==> src/rtl/pixel_blend_pkg.sv <==
// Shared definitions for the pixel blend pipeline: default widths, blend mode
// codes and the alpha-to-weight mapping.
package pixel_blend_pkg;

    localparam int unsigned DEF_COMP_W  = 4;
    localparam int unsigned DEF_NUM_CH  = 3;
    localparam int unsigned DEF_ALPHA_W = 3;

    localparam logic [1:0] MODE_BLEND    = 2'd0;
    localparam logic [1:0] MODE_ADD      = 2'd1;
    localparam logic [1:0] MODE_REPLACE  = 2'd2;
    localparam logic [1:0] MODE_MULTIPLY = 2'd3;

    function automatic int unsigned prod_width(input int unsigned comp_w,
                                               input int unsigned alpha_w);
        return comp_w + alpha_w + 1;
    endfunction

    function automatic int unsigned mul_width(input int unsigned comp_w);
        return 2 * comp_w + 1;
    endfunction

    localparam int unsigned PROD_W = DEF_COMP_W + DEF_ALPHA_W + 1;
    localparam int unsigned MUL_W  = 2 * DEF_COMP_W + 1;

    // The top alpha code maps to a full 2^ALPHA_W weight so that opaque
    // foreground reproduces fg exactly after the final shift.
    function automatic int unsigned alpha_weight(input int unsigned a,
                                                 input int unsigned alpha_w);
        int unsigned amax;
        amax = (32'd1 << alpha_w) - 32'd1;
        return (a == amax) ? amax + 32'd1 : a;
    endfunction

endpackage

==> src/rtl/blend_channel_pipe.sv <==
// One colour channel of the blend pipeline: stage 1 forms the weighted
// products, stage 2 selects and saturates the result for the chosen mode.
module blend_channel_pipe
    import pixel_blend_pkg::*;
#(
    parameter int unsigned COMP_W  = DEF_COMP_W,
    parameter int unsigned ALPHA_W = DEF_ALPHA_W,
    parameter int unsigned PW      = PROD_W,
    parameter int unsigned MW      = MUL_W
) (
    input  logic               clk,
    input  logic               rst_n,
    input  logic               en1,
    input  logic               en2,
    input  logic [COMP_W-1:0]  bg,
    input  logic [COMP_W-1:0]  fg,
    input  logic [ALPHA_W-1:0] alpha,
    input  logic [1:0]         mode,
    output logic [COMP_W-1:0]  color
);

    localparam logic [ALPHA_W:0]   W_FULL = {1'b1, {ALPHA_W{1'b0}}};
    localparam logic [PW:0]        CMAX_P = (PW+1)'((1 << COMP_W) - 1);
    localparam logic [MW-1:0]      CMAX_M = MW'((1 << COMP_W) - 1);
    localparam logic [COMP_W-1:0]  CMAX   = '1;

    logic [ALPHA_W:0]  w;
    logic [ALPHA_W:0]  w_q;
    logic [PW-1:0]     pf;
    logic [PW-1:0]     pb;
    logic [PW-1:0]     pf_q;
    logic [PW-1:0]     pb_q;
    logic [MW-1:0]     pm;
    logic [MW-1:0]     pm_q;
    logic [1:0]        mode_q;
    logic [COMP_W-1:0] bg_q;
    logic [COMP_W-1:0] fg_q;
    logic [PW:0]       blend_t;
    logic [PW:0]       add_t;
    logic [MW-1:0]     mul_t;
    logic [COMP_W-1:0] result;

    assign w  = (ALPHA_W+1)'(alpha_weight(32'(alpha), ALPHA_W));
    assign pf = {{(PW-COMP_W){1'b0}}, fg} * {{(PW-ALPHA_W-1){1'b0}}, w};
    assign pb = {{(PW-COMP_W){1'b0}}, bg} * {{(PW-ALPHA_W-1){1'b0}}, W_FULL - w};
    assign pm = {{(MW-COMP_W){1'b0}}, bg} * ({{(MW-COMP_W){1'b0}}, fg} + MW'(1));

    always_ff @(posedge clk or negedge rst_n) begin
        if (!rst_n) begin
            mode_q <= '0;
            w_q    <= '0;
            pf_q   <= '0;
            pb_q   <= '0;
            pm_q   <= '0;
            bg_q   <= '0;
            fg_q   <= '0;
        end else if (en1) begin
            mode_q <= mode;
            w_q    <= w;
            pf_q   <= pf;
            pb_q   <= pb;
            pm_q   <= pm;
            bg_q   <= bg;
            fg_q   <= fg;
        end
    end

    // Blend and multiply cannot exceed CMAX; the clamp only keeps every
    // intermediate bit meaningful and guards odd parameter choices.
    always_comb begin
        blend_t = ({1'b0, pf_q} + {1'b0, pb_q}) >> ALPHA_W;
        add_t   = ({1'b0, pf_q} >> ALPHA_W) + {{(PW+1-COMP_W){1'b0}}, bg_q};
        mul_t   = pm_q >> COMP_W;
        result  = bg_q;
        case (mode_q)
            MODE_BLEND:    result = (blend_t > CMAX_P) ? CMAX : blend_t[COMP_W-1:0];
            MODE_ADD:      result = (add_t > CMAX_P) ? CMAX : add_t[COMP_W-1:0];
            MODE_REPLACE:  result = (w_q != '0) ? fg_q : bg_q;
            MODE_MULTIPLY: result = (mul_t > CMAX_M) ? CMAX : mul_t[COMP_W-1:0];
        endcase
    end

    always_ff @(posedge clk or negedge rst_n) begin
        if (!rst_n) begin
            color <= '0;
        end else if (en2) begin
            color <= result;
        end
    end

endmodule

==> src/rtl/pixel_blend_pipe.sv <==
// Two-stage pipelined pixel blender with valid/ready on both sides; stalls
// from the line buffer propagate straight back to the pixel fetch.
module pixel_blend_pipe
    import pixel_blend_pkg::*;
#(
    parameter int unsigned COMP_W  = DEF_COMP_W,
    parameter int unsigned NUM_CH  = DEF_NUM_CH,
    parameter int unsigned ALPHA_W = DEF_ALPHA_W
) (
    input  logic                     i_clk,
    input  logic                     i_rst_n,
    input  logic                     i_valid,
    output logic                     o_ready,
    input  logic [NUM_CH*COMP_W-1:0] i_bg_color,
    input  logic [NUM_CH*COMP_W-1:0] i_fg_color,
    input  logic [ALPHA_W-1:0]       i_fg_alpha,
    input  logic [1:0]               i_mode,
    output logic                     o_valid,
    input  logic                     i_ready,
    output logic [NUM_CH*COMP_W-1:0] o_color
);

    logic v1;
    logic v2;
    logic en1;
    logic en2;

    assign en2     = !v2 || i_ready;
    assign en1     = !v1 || en2;
    assign o_ready = en1;
    assign o_valid = v2;

    always_ff @(posedge i_clk or negedge i_rst_n) begin
        if (!i_rst_n) begin
            v1 <= 1'b0;
            v2 <= 1'b0;
        end else begin
            if (en1) v1 <= i_valid;
            if (en2) v2 <= v1;
        end
    end

    for (genvar ch = 0; ch < NUM_CH; ch++) begin : g_ch
        blend_channel_pipe #(
            .COMP_W  (COMP_W),
            .ALPHA_W (ALPHA_W),
            .PW      (prod_width(COMP_W, ALPHA_W)),
            .MW      (mul_width(COMP_W))
        ) u_ch (
            .clk   (i_clk),
            .rst_n (i_rst_n),
            .en1   (en1),
            .en2   (en2),
            .bg    (i_bg_color[ch*COMP_W +: COMP_W]),
            .fg    (i_fg_color[ch*COMP_W +: COMP_W]),
            .alpha (i_fg_alpha),
            .mode  (i_mode),
            .color (o_color[ch*COMP_W +: COMP_W])
        );
    end

endmodule
==> config.mk <==
export PLATFORM = sky130hd
export DESIGN_NAME = pixel_blend_pipe
export DESIGN_NICKNAME = d
export VERILOG_FILES = /design/src/rtl/pixel_blend_pkg.sv /design/src/rtl/blend_channel_pipe.sv /design/src/rtl/pixel_blend_pipe.sv
export SDC_FILE = /design/constraint.sdc
export NUM_CORES = 1
export LEC_CHECK = 0
export CAP_MARGIN = 20
export CELL_PAD_IN_SITES_DETAIL_PLACEMENT = 2
export CELL_PAD_IN_SITES_GLOBAL_PLACEMENT = 2
export CORE_MARGIN = 1.5
export CORE_UTILIZATION = 32
export CTS_CLUSTER_DIAMETER = 200
export DETAILED_ROUTE_END_ITERATION = 10
export GPL_TIMING_DRIVEN = 1
export PLACE_DENSITY_LB_ADDON = 0.05
export SLEW_MARGIN = 20
export SYNTH_ARGS = -nofsm -noshare
export SYNTH_HDL_FRONTEND = slang
export SYNTH_SLANG_ARGS = --single-unit
==> constraint.sdc <==
create_clock -name i_clk -period 1.9 [get_ports i_clk]
set_input_delay 0.285 -clock i_clk [delete_from_list [all_inputs] [get_ports i_clk]]
set_output_delay 0.285 -clock i_clk [all_outputs]
set_load 0.05 [all_outputs]
After elaboration in Yosys (flattened, before gate mapping)
Index checks and enable logic that the tools add are counted.
Word-level totals
  register bits: 119
  output and inout bits: 14
  logic and storage cells: 76
Operators by class
  muxes and demuxes: 16
  add/sub/neg operators: 10
  multiply operators: 9
  $lt $le $gt $ge: 9
  eq/ne operators: 4
  reductions and logical operators: 6
Operators with widths (number)
  two-way mux 4 bit: 13
  multiplier 4 x 4 -> 8 bit: 6
  case mux 4 bit (4 select lines): 3
  adder 8 x 8 -> 9 bit: 3
  > comparator 9 x 4 -> 1 bit (second input constant): 3
  multiplier 4 x 9 -> 9 bit: 3
  adder 5 x 4 -> 6 bit: 3
  > comparator 6 x 4 -> 1 bit (second input constant): 3
  adder 4 x 1 -> 5 bit (second input constant): 3
  > comparator 5 x 4 -> 1 bit (second input constant): 3
  == test 2 bit (second input constant): 2
  nonzero test 4 bit: 1
  subtractor 4 bit (first input constant): 1
  == test 3 bit (second input constant): 1
  == test 2 x 1 -> 1 bit (second input constant): 1
  logical NOT 1 bit: 2
  logical NOT 2 bit: 1
  logical OR 1 bit: 2

Logic depth before layout (Yosys ltp)
  depth in word-level cells: 4
  gate-level depth with buffers: 16

Cells and area by module
From an unflattened synthesis, not the netlist that was laid out.
Second synthesis, totals
  cell total of the unflattened synthesis: 1059
  area total of the unflattened synthesis: 10416.2 um^2
By module, submodules not included
  blend_channel_pipe (g_ch[2].u_ch): cells each 351, times used 1, area an instance 3457.1 um^2
  blend_channel_pipe (g_ch[0].u_ch): cells each 352, times used 1, area an instance 3442.1 um^2
  blend_channel_pipe (g_ch[1].u_ch): cells each 349, times used 1, area an instance 3432.0 um^2
  pixel_blend_pipe: cells each 7, times used 1, area an instance 85.1 um^2

Worst setup path before layout
No wires, ideal clock.
  kind: input to register
  start: input port i_fg_alpha[0]
  end: register g_ch[2].u_ch.pb_q[7]
  required time: 1773 ps
  setup time: 127 ps
  buffers on the path: 1
  cell stages on the path: 15
  arrival: 3299 ps
  slack: -1526 ps
  cell sequence: ha_1 nor2b_1 nand2_1 o21ai_0 clkbuf_1 nand2_1 fa_1 inv_1 fa_1 ha_1 a21o_1 a21oi_1 o21bai_1 mux2i_1 nand3_1
On the way
  word-level cells in the longest chain between the ends: 4
Ends and longest elaborated chain
  start, declared: RTL line pixel_blend_pipe.sv:16  | input logic [ALPHA_W-1:0] i_fg_alpha,
  == test 3 bit: RTL line pixel_blend_pkg.sv:32  | return (a == amax) ? amax + 32'd1 : a;
  two-way mux 4 bit (*): RTL line pixel_blend_pkg.sv:32
  subtractor 4 bit (*): RTL line blend_channel_pipe.sv:45  | assign pb = {{(PW-COMP_W){1'b0}}, bg} * {{(PW-ALPHA_W-1){1'b0}}, W_FULL - w};
  multiplier 4 x 4 -> 8 bit (*): RTL line blend_channel_pipe.sv:45
  end signal, assigned: RTL line blend_channel_pipe.sv:61  | pb_q <= pb;
  end, declared: RTL line blend_channel_pipe.sv:32  | logic [PW-1:0] pb_q;
Every way passes the cells marked *; elsewhere a longest branch is shown, timed or not.
A chain may end at the register's enable or synchronous reset.

Worst setup path after layout
  start: input port i_fg_alpha[0]
  end: register g_ch[1].u_ch.pb_q[7]
On the way
  word-level cells in the longest chain between the ends: 4
Ends and longest elaborated chain (RTL line)
  == test 3 bit: pixel_blend_pkg.sv:32
  two-way mux 4 bit (*): pixel_blend_pkg.sv:32
  subtractor 4 bit (*): blend_channel_pipe.sv:45
  multiplier 4 x 4 -> 8 bit (*): blend_channel_pipe.sv:45
  end signal, assigned: blend_channel_pipe.sv:61
  end, declared: blend_channel_pipe.sv:32
Marks and branches as above.

==> impl_metrics.yaml <==
clock_network:
  clock_path_buffers: 2
  worstSkewPairLatency_ns: 0.36
  clkSlewWorstSetupHoldPaths_ns: 0.08
  cts_tree: "built"
  numCtsBuffers: 9
  root_buffer: "clkbuf_16"
  cts_num_sinks: 107
  htree_levels: 3
worst_setup_path:
  crit_start: "i_fg_alpha[0]"
  r2r.worst_path.cells: 8
  start_kind: "input pin"
  cp.arrival_ns: 3.17
  path_max_fanout: 3
  r2r-start: "g_ch[0].u_ch.pf_q[3]"
  worstSetupPathType: "in -> reg"
  r2r_slack_ns: -0.31
  timing.rr.end: "g_ch[0].u_ch.color[2]"
  crit_path_end: "g_ch[1].u_ch.pb_q[7]"
  cp.required_ns: 2.14
  end_kind: "flop"
die:
  dieArea_um2: 31560
  die_w_um: 177.6
  die_y_um: 177.6
  core_region_area_um2: 29800
  initial_core_util_pct: 32.76
  top_level_ports: 47
  rows: 63
pwr:
  p_leak_nw: 7.067
  p_sw_share_pct: 40.99
  p_clk_share_pct: 17.2
  irDropWorstVdd_v: 0.0004629
  cellPowerDensity_nw_per_um2: 756.5
  combPwrFrac_pct: 53.8
  p_int_mw: 6.413
  seqPwrFrac_pct: 29.0
  power_switching_mw: 4.454
drt:
  routed_wirelength_um: 37650
  via_count: 9226
  drc_errors: 0
  first_pass_iters: 4
  wire_per_inst_um: 21.07
  first_iter_violations: 308
  viasPerCell: 5.163
  ant_nets: 0
global_route:
  antenna_found_initial: 1
  track_usage_pct: 24.71
  grt_pass1_wl_um: 59530
  grt_overflow: 0
  grt_max_degree: 41
  grt_pass1_vias: 10430
final_layout:
  fin_util_pct: 48.21
  drive_above_1_share_pct: 35.72
  area_growth_pct: 47.16
  diodes: 0
  layout.nets: 1610
  fin_cells: 1787
yosys:
  ys.flop_type: "dfrtp_1"
  synth_edf_count: 0
  ys_ff_latch: 107
  netlist_area_um2: 9761
  ys_types: 64
  synth_seq_area_share_pct: 27.43
  synthCells: 1117
  async_flop_share_pct: 100.0
  synth_nets: 1334
  avgSynthCellArea_um2: 8.738
  ys.warnings.count: 0
sta:
  setup_viol: 53
  drv_slew: 0
  whs_ns: 0.3302
  clock_skew_ns: 0.005266
  finalCritPeriodShare_pct: 154.2
  hold_violations: 0
  period_needed_ns: 2.929
  fmax_mhz: 341.4
  worst_pin_slew_ns: 0.4925
  maxSlewHeadroom_pct: 67.06
  grt_setup_unrepaired: "yes"
  setup_ws_ns: -1.029
placed_design:
  portBuffers: 46
  dp.cells: 1731
  hpwlAfterDp_um: 28920
  place.gp.congestion: 0.7824
outcome:
  violations: "negative setup slack"
  status: "finished, violations left"
hold_path:
  hold_class: "in -> reg"
run:
  cap_violations: 0
## worst min path at each step
stage                  start                     to  slack [ns]  cells after the start
6_report       i_fg_color[8]   g_ch[2].u_ch.fg_q[0]        0.33                      4
3_5_place_dp         i_rst_n  g_ch[1].u_ch.color[3]        0.19                      1
2_1_floorplan        i_rst_n   g_ch[0].u_ch.bg_q[0]       -0.01                      0
5_1_grt        i_fg_color[8]   g_ch[2].u_ch.fg_q[0]        0.36                      4
3_3_place_gp         i_rst_n  g_ch[1].u_ch.color[3]        0.19                      1
4_1_cts        i_fg_color[8]   g_ch[2].u_ch.fg_q[0]        0.31                      4
## logic make-up after synthesis
family / Yosys count / synth area share [%]
and+or+nand+nor: 475 / 23.70
AOI/OAI and AO/OA: 188 / 12.70
adders and majority gates: 184 / 26.82
buffers and inverters: 113 / 4.717
DFF: 107 / 27.43
xor gates and xnor gates: 40 / 3.589
muxes: 10 / 1.038
## layout by cell type, fill, tap and decap left out, types with 20 or more instances in the layout
cell type	synthesis	final
a21oi_2	0	23
nand2_1	228	207
buf_6	3	27
buf_4	1	228
a21oi_1	46	21
and2_1	54	45
inv_1	64	50
dfrtp_1	107	105
ha_4	0	28
and3_1	35	33
nor2_1	41	36
ha_1	142	110
clkdlybuf4s50_1	0	20
fa_1	42	33
## critical path, stage by stage
cell	delay, ns
buf_8	0.10
ha_4	0.17
nor2b_4	0.15
nand2_2	0.08
o21ai_4	0.08
buf_6	0.15
nand2_4	0.05
fa_1	0.51
inv_2	0.05
fa_1	0.49
ha_1	0.31
a21o_1	0.21
a21oi_4	0.18
o21bai_4	0.09
mux2i_1	0.15
nand4_1	0.10
## stage by stage
stage / area (um^2) / power, mW / setup slack, ns / TNS (ns)
6_report: 14360 / 10.87 / -1.029 / -37.51
5_1_grt: 14360 / 11.57 / -1.116 / -42.55
4_1_cts: 13930 / 10.53 / -0.9954 / -36.09
3_5_place_dp: 12610 / 8.066 / -2.010 / -88.05
3_3_place_gp: 12610 / 7.879 / -1.850 / -84.46
2_1_floorplan: 10120 / 5.839 / -1.129 / -39.56
## layout make-up
type	instances	area, um^2
fill	3110	15430
tap	390	488.0
timing repair buffer	314	2766
clock buffer	13	250.2
multi-input combinational	897	7921
clock inverter	2	12.51
inverter	64	245.2
sequential	107	2680
## power groups by stage
stage / clock network [mW] / logic, mW / registers, mW
finish: 1.87 / 5.84 / 3.15
detailed placement: 0 / 4.89 / 3.17
floorplan: 0 / 2.48 / 3.36
global placement: 0 / 4.72 / 3.16
CTS: 1.90 / 5.48 / 3.14
global route: 1.98 / 6.38 / 3.21
## synth_stat cells, drive strengths merged, types with 19 or more instances
cell | count | area share, %
a21oi | 46 | 2.4
and2 | 55 | 3.5
and3 | 35 | 2.2
buf | 24 | 1.3
clkbuf | 25 | 0.96
dfrtp | 107 | 27
fa | 42 | 8.6
ha | 142 | 18
inv | 64 | 2.5
nand2 | 229 | 8.8
nand3 | 19 | 0.97
nor2 | 41 | 1.6
nor3 | 20 | 1.0
o21ai | 39 | 2.0
xnor2 | 21 | 1.9
xor2 | 19 | 1.7
## per-layer routing
metal | part of all wire [%] | track usage, % | vias up
li1 | - | - | 4395
met1 | 48 | 34.13 | 4722
met2 | 48 | 41.70 | 81
met3 | 2.1 | 2.442 | 28
met4 | 1.3 | 5.287 | 0
met5 | 0 | 0 | -
## flip-flops by register name, summed over array words and instances, names as in the netlist, 2 cells and up
register,count
g_ch.u_ch.pb_q,24
g_ch.u_ch.pf_q,24
g_ch.u_ch.pm_q,15
g_ch.u_ch.bg_q,12
g_ch.u_ch.color,12
g_ch.u_ch.fg_q,12
g_ch.u_ch.w_q,4
g_ch.u_ch.mode_q,2
## what timing repair did
| item | CTS | global route |
|---|---|---|
| buffers inserted | 27 | 20 |
| hold buffers | 1 | 0 |
| pin swaps | 106 | 72 |
| endpoints found under the hold margin | 14 | 0 |
| gates resized for setup | 235 | 81 |
| setup endpoints to repair | 63 | 63 |
Note: power is estimated with default switching activity, not from simulation.
